<file path="src/rtl/hazard_ctrl_unit.sv">
// hazard_ctrl_unit
//   Hazard and forwarding controller for a 5-stage pipe (IF ID EX MEM WB).
//   It resolves load-use hazards with a one-cycle stall and one bubble, and
//   taken branches/jumps with a two-instruction flush. It drains the pipe for
//   DRAIN_CYCLES after a CSR write or mret leaves EX. It also picks the EX
//   operand forwarding sources and counts the cycles in which the PC is held.
//
// Ports
//   clk, rst                    clock; asynchronous active-low reset
//   rs1_id, rs2_id              source registers of the instruction in ID
//   use_rs1_id, use_rs2_id      ID instruction actually reads rs1 / rs2
//   rs1_ex, rs2_ex, rd_ex       register fields of the instruction in EX
//   rf_en_ex, is_load_ex        EX writes RF / EX is a load
//   br_taken_ex                 taken branch or jump resolved in EX
//   csr_wr_ex, is_mret_ex       EX writes a CSR / EX is mret
//   rd_mem, rf_en_mem,          destination info of MEM
//   is_load_mem
//   rd_wb, rf_en_wb             destination info of WB
//   stall_if, stall_id          hold PC / hold IF-ID (always equal)
//   flush_id                    clear IF-ID to NOP
//   flush_ex                    load a bubble into ID-EX
//   fwd_a, fwd_b                00 RF, 01 MEM result, 10 WB result
//   busy                        FSM is in DRAIN (mirrors the state register)
//   stall_cnt                   cycles with stall_if=1, wraps

module hazard_ctrl_unit #(
    parameter int DRAIN_CYCLES = 2,
    parameter int CNT_W        = 32
) (
    input  logic             clk,
    input  logic             rst,
    input  logic [4:0]       rs1_id,
    input  logic [4:0]       rs2_id,
    input  logic             use_rs1_id,
    input  logic             use_rs2_id,
    input  logic [4:0]       rs1_ex,
    input  logic [4:0]       rs2_ex,
    input  logic [4:0]       rd_ex,
    input  logic             rf_en_ex,
    input  logic             is_load_ex,
    input  logic             br_taken_ex,
    input  logic             csr_wr_ex,
    input  logic             is_mret_ex,
    input  logic [4:0]       rd_mem,
    input  logic             rf_en_mem,
    input  logic             is_load_mem,
    input  logic [4:0]       rd_wb,
    input  logic             rf_en_wb,
    output logic             stall_if,
    output logic             stall_id,
    output logic             flush_id,
    output logic             flush_ex,
    output logic [1:0]       fwd_a,
    output logic [1:0]       fwd_b,
    output logic             busy,
    output logic [CNT_W-1:0] stall_cnt
);

    localparam int DW = (DRAIN_CYCLES > 1) ? $clog2(DRAIN_CYCLES) : 1;

    typedef enum logic {
        RUN   = 1'b0,
        DRAIN = 1'b1
    } state_t;

    state_t          state_q, state_d;
    logic [DW-1:0]   cnt_q, cnt_d;
    logic            load_use;
    logic            stall_raw, flush_id_raw, flush_ex_raw, busy_raw;
    logic [1:0]      fwd_a_raw, fwd_b_raw;

    // A load in MEM has no result yet, so it can never be a forward source;
    // that case is covered by the load-use stall one cycle earlier.
    function automatic logic [1:0] fwd_sel(input logic [4:0] rs);
        logic [1:0] sel;
        sel = 2'b00;
        if (rs != 5'd0) begin
            if (rf_en_mem && !is_load_mem && (rd_mem == rs)) sel = 2'b01;
            else if (rf_en_wb && (rd_wb == rs))              sel = 2'b10;
        end
        return sel;
    endfunction

    assign fwd_a_raw = fwd_sel(rs1_ex);
    assign fwd_b_raw = fwd_sel(rs2_ex);

    assign load_use = is_load_ex && rf_en_ex && (rd_ex != 5'd0) &&
                      ((use_rs1_id && (rs1_id == rd_ex)) ||
                       (use_rs2_id && (rs2_id == rd_ex)));

    always_ff @(posedge clk or negedge rst) begin
        if (!rst) begin
            state_q <= RUN;
            cnt_q   <= '0;
        end else begin
            state_q <= state_d;
            cnt_q   <= cnt_d;
        end
    end

    always_comb begin
        state_d      = state_q;
        cnt_d        = cnt_q;
        stall_raw    = 1'b0;
        flush_id_raw = 1'b0;
        flush_ex_raw = 1'b0;
        busy_raw     = 1'b0;
        case (state_q)
            RUN: begin
                if (csr_wr_ex || is_mret_ex) begin
                    stall_raw    = 1'b1;
                    flush_id_raw = 1'b1;
                    state_d      = DRAIN;
                    cnt_d        = DW'(DRAIN_CYCLES - 1);
                end else if (br_taken_ex) begin
                    // The branch wins over a load-use: the stalled ID
                    // instruction is on the wrong path anyway.
                    flush_id_raw = 1'b1;
                    flush_ex_raw = 1'b1;
                end else if (load_use) begin
                    stall_raw    = 1'b1;
                    flush_ex_raw = 1'b1;
                end
            end
            DRAIN: begin
                // EX only holds bubbles here, so branch/load-use are ignored.
                stall_raw    = 1'b1;
                flush_id_raw = 1'b1;
                busy_raw     = 1'b1;
                if (cnt_q == '0) state_d = RUN;
                else             cnt_d   = cnt_q - 1'b1;
            end
            default: state_d = RUN;
        endcase
    end

    // While reset is held every output is forced to its idle value,
    // independent of the inputs.
    assign stall_if = rst & stall_raw;
    assign stall_id = rst & stall_raw;
    assign flush_id = rst & flush_id_raw;
    assign flush_ex = rst & flush_ex_raw;
    assign busy     = rst & busy_raw;
    assign fwd_a    = rst ? fwd_a_raw : 2'b00;
    assign fwd_b    = rst ? fwd_b_raw : 2'b00;

    always_ff @(posedge clk or negedge rst) begin
        if (!rst)          stall_cnt <= '0;
        else if (stall_if) stall_cnt <= stall_cnt + CNT_W'(1);
    end

endmodule

</file>
<file path="config.mk">
export PLATFORM = sky130hd
export DESIGN_NAME = hazard_ctrl_unit
export DESIGN_NICKNAME = d
export VERILOG_FILES = /design/src/rtl/hazard_ctrl_unit.sv
export SDC_FILE = /design/constraint.sdc
export NUM_CORES = 1
export LEC_CHECK = 0
export CORE_MARGIN = 2
export CORE_UTILIZATION = 40
export CTS_CLUSTER_SIZE = 28
export DETAILED_ROUTE_END_ITERATION = 6
export DONT_BUFFER_PORTS = 1
export GPL_TIMING_DRIVEN = 0
export HOLD_SLACK_MARGIN = 0.08
export SKIP_LAST_GASP = 1
export SYNTH_ARGS = -nofsm -noshare
export SYNTH_HDL_FRONTEND = slang
export SYNTH_SLANG_ARGS = --single-unit
</file>
<file path="constraint.sdc">
create_clock -name clk -period 2.35 [get_ports clk]
set_clock_uncertainty 0.2 [all_clocks]
set_input_delay 0.1175 -clock clk [delete_from_list [all_inputs] [get_ports clk]]
set_output_delay 0.1175 -clock clk [all_outputs]
set_load 0.01 [all_outputs]
</file>
* After elaboration in Yosys (flattened, before gate mapping)
Cells that the tools add are included.
** Word-level totals
- Bits in registers :: 34
- Latch bits :: 0
- RAM bits :: 0
- Memory bits (read-only) :: 0
- Bits of input ports :: 47
- Memories :: 0
** Operators by class
- Add/subtract/negate cells :: 2
- Multipliers :: 0
- Divide/modulo/power cells :: 0
- $lt $le $gt $ge :: 0
- Equality and inequality tests :: 7
- Shift operators :: 0
- Multiplexer cells :: 25
- Bitwise gates (word level) :: 5
- Reductions and logical operators :: 16
** Operators with widths (count)
- 32-bit by 1-bit adder with 32-bit output (second input constant) :: 1
- 5-bit equality test :: 6
- 2-bit two-way mux :: 8
- 5-bit nonzero test :: 3
- 1-bit two-way mux :: 13
- 1-bit logical AND :: 10
- 1-bit case mux with 2 select lines :: 4
- 1-bit bitwise AND :: 4
- 1-bit logical OR :: 2
- 2-bit != test (second input constant) :: 1
- 1-bit logical NOT :: 1
- 1-bit NOT :: 1
- 1-bit subtractor (second input constant) :: 1

* Depth between registers and ports, before layout
- Word-level depth :: 9
- Mapped depth :: 8
- Mapped depth without buffers :: 7

* Worst setup path after synthesis
No wires, ideal clock.
- Path kind :: register -> register
- Start point :: reg stall_cnt[12]
- End point :: reg stall_cnt[31]
- Library setup time :: 0.079 ns
- Data arrival time :: 1.900 ns
- Data required time :: 2.071 ns
- Path slack :: 0.171 ns
- Cell stages (with the launch flop) :: 7
- Clock period less this slack :: 2.179 ns
- Path through :: dfrtp_1 -> nand3_2 -> or4_4 -> nor4_4 -> nand4_1 -> nor4_2 -> xor2_1
** On the way
- Word-level cells in the longest chain between the ends :: 1
** Ends and longest elaborated chain
- start: declaration :: RTL line 56 : output logic [CNT_W-1:0] stall_cnt
- start signal: assignment :: RTL line 149 : else if (stall_if) stall_cnt <= stall_cnt + CNT_W'(1);
- 32-bit by 1-bit adder with 32-bit output :: RTL line 149
Every way passes these cells.
A chain may end at the register's enable or synchronous reset.

* Final worst setup path
- Start point :: reg stall_cnt[16]
- End point :: reg stall_cnt[31]
Same word-level chain as after synthesis.

==> flow_summary.json <==
{
  "worstHoldStart": "rst",
  "clkSinkCount": 34,
  "tritoncts": "done",
  "cap_violations": 0,
  "gp_congestion": 0.771,
  "p_int_w": 0.00106,
  "critPathSlowestCell": "or4_4",
  "dr.pass1.iters": 4,
  "drtAntennaViolNets": 0,
  "grt_first_pass_wirelength_mm": 6.80,
  "cts-root-buf": "clkbuf_8",
  "finalMaxSlewViolations": 0,
  "ys_ff_latch": 34,
  "worst_slew_pin_slew_ns": 0.826,
  "max_freq_mhz": 441,
  "placed_area_um2": 2130,
  "hold_class": "input port to register",
  "cpPeakStageDelay_ns": 0.56,
  "arrival_ns": 2.28,
  "cp-start-kind": "register",
  "rows": 26,
  "final_common_cell": "xnor2_1",
  "syn_avg_cell_area_um2": 9.91,
  "cts_buffers": 5,
  "reg2reg_from": "stall_cnt[16]$_DFFE_PN0P_",
  "track_usage": 0.157,
  "antenna_found_initial": 0,
  "n_fill_cell": 511,
  "rsz0062_at_grt": "yes",
  "netSwitchingFraction": 0.336,
  "synth_flop_cell": "dfrtp_1",
  "hold_viol_final": 0,
  "wl_per_cell_um": 15.2,
  "cp.required_ns": 2.36,
  "vias_per_cell": 5.23,
  "overflow": 0,
  "core_um2": 5010,
  "nets": 269,
  "die_h_um": 75.5,
  "power.density_nw_per_um2": 695,
  "hpwl_mm": 3.24,
  "vdd_drop_max_mv": 0.279,
  "slew_headroom": 0.448,
  "worstPathCellList": "nand3_1, or4_4, nor4_4, nand4_1, nor4_2, xor2_1",
  "vias": 1522,
  "path_max_fanout": 4,
  "grt_pass1_vias": 1497,
  "initialDrtViolationCount": 55,
  "end_kind": "register",
  "ys_types": 34,
  "initial_core_util": 0.408,
  "htreeDepth": 2,
  "yosysWarningCount": 0,
  "syn-cell-area_um2": 2040,
  "p_leak_nw": 0.928,
  "crit_type": "register to register",
  "clock_latency_ns": 0.28,
  "ys_seq_area_frac": 0.417,
  "synth_top_area_cell": "dfrtp_1",
  "synthToLayoutAreaGrowth_pct": 12.6,
  "layout_worst_path_cycle_share": 0.965,
  "mostFrequentLayoutCells": "36 x xnor2_1, 30 x dfrtp_1, 25 x xor2_1",
  "io_pins": 88,
  "synthTopCellsByArea": "dfrtp_1 42%, xnor2_1 15%, xor2_1 11%, nor3_1 4.2%, nand3_1 2.9%",
  "path_delay_family": "simple AND/OR/NAND/NOR gates",
  "yosys.area.top_type_share": 0.417,
  "cp.buffers_inverters": 0,
  "clkPwrFrac": 0.255,
  "grt_max_degree": 19,
  "power_w": 0.00160,
  "startpoint": "stall_cnt[16]$_DFFE_PN0P_",
  "switchingPower_w": 0.000537,
  "syn-num-nets": 254,
  "die_w_um": 75.5,
  "cts_max_path_buffers": 2,
  "utilization": 0.459,
  "clk_pin_slew_ns": 0.07,
  "pwr-share-comb": 0.187,
  "status": "complete, no violations",
  "synthArstFlopShare": 1.00,
  "port_buffers": 0,
  "synth_cells": 206,
  "setup_viol": 0,
  "diodes": 0,
  "p_seq_frac": 0.559,
  "wl_mm": 4.43,
  "drc": 0,
  "hold_slack_ns": 0.148,
  "die_area_um2": 5690,
  "min_period_ns": 2.27,
  "drive_gt1_frac": 0.109,
  "multiInputGateArea_um2": 1130,
  "seqCellArea_um2": 856,
  "synth_edf_count": 0,
  "stdcell_area_um2": 2300
}
layout make-up:
type	count	share of cell area
multi-input cells	159	0.492
clock buffers	7	0.0332
repair buffers	8	0.0381
plain buffers	4	0.0120
well taps	70	0.0381
flip-flops and latches	34	0.372
inverters	9	0.0147
worst min-delay path, delay by kind of cell:
family	cells	cell delay [ns]
AO/OA/AOI/OAI	1	0.07
multiplexers	1	0.19
buffers and inverters	1	0.21
sequential cells by signal, summed over array words and instances, names as in the netlist:
name,count
state_q,1
stall_cnt,32
cnt_q,1
power groups by stage:
stage                     Sequential, W  Clock [W]  Combinational (W)
after floorplan                0.000863          0           0.000240
after CTS                      0.000899   0.000413           0.000305
after global placement         0.000907          0           0.000272
after global routing           0.000920   0.000441           0.000347
after detailed placement       0.000908          0           0.000278
final                          0.000892   0.000407           0.000298
what timing repair did:
action	CTS	global route
endpoints found under the hold margin	36	0
resized for setup	0	4
endpoints found under the setup margin	0	8
hold buffers	7	0
buffers inserted	0	1
per-layer routing:
| layer | routed length [um] | GRT usage |
|---|---|---|
| met5 | 0 | 0 |
| met4 | 24 | 0.0292 |
| met3 | 454 | 0.0688 |
| met2 | 2070 | 0.270 |
| met1 | 1870 | 0.186 |
cell usage after synthesis (2+ instances only):
cell	n
nand2_1	14
dfrtp_1	34
xor2_1	25
buf_4	3
xnor2_1	36
inv_1	9
nor4_2	3
or4_1	2
or3_1	2
nor4_1	7
nor3_1	17
nand3_1	12
and3b_1	2
nor2_1	10
nand4_1	8
and3_1	4
worst paths after layout:
path | endpoint | slack, ns | cells after the start
hold reg to reg | cnt_q$_DFFE_PN0P_ | 0.26 | 1
setup reg to reg | stall_cnt[31]$_DFFE_PN0P_ | 0.08 | 6
setup / recovery | stall_cnt[31]$_DFFE_PN0P_ | 0.08 | 6
max in group asynchronous | stall_cnt[11]$_DFFE_PN0P_ | 0.51 | 3
hold / removal | stall_cnt[1]$_DFFE_PN0P_ | 0.15 | 3
min in group asynchronous | stall_cnt[25]$_DFFE_PN0P_ | 0.84 | 3
stage by stage:
stage | cells | worst slack (ns) | setup TNS [ns]
3_3_place_gp | 276 | 0.0235 | 0
3_5_place_dp | 276 | 0.0230 | 0
4_1_cts | 290 | 0.00754 | 0
2_1_floorplan | 206 | 0.171 | 0
6_report | 291 | 0.0819 | 0
5_1_grt | 291 | -0.118 | -0.131
cells by family after synthesis:
kind of cell / Yosys count / share of synthesized area
flip-flops: 34 / 0.417
AND/OR/NAND/NOR: 90 / 0.258
XOR/XNOR: 61 / 0.262
multiplexers: 1 / 0.00551
AO/OA/AOI/OAI: 6 / 0.0221
adder cells (fa/ha/maj): 1 / 0.00613
buffers and inverters: 13 / 0.0300
(Power assumes the default switching activity.)
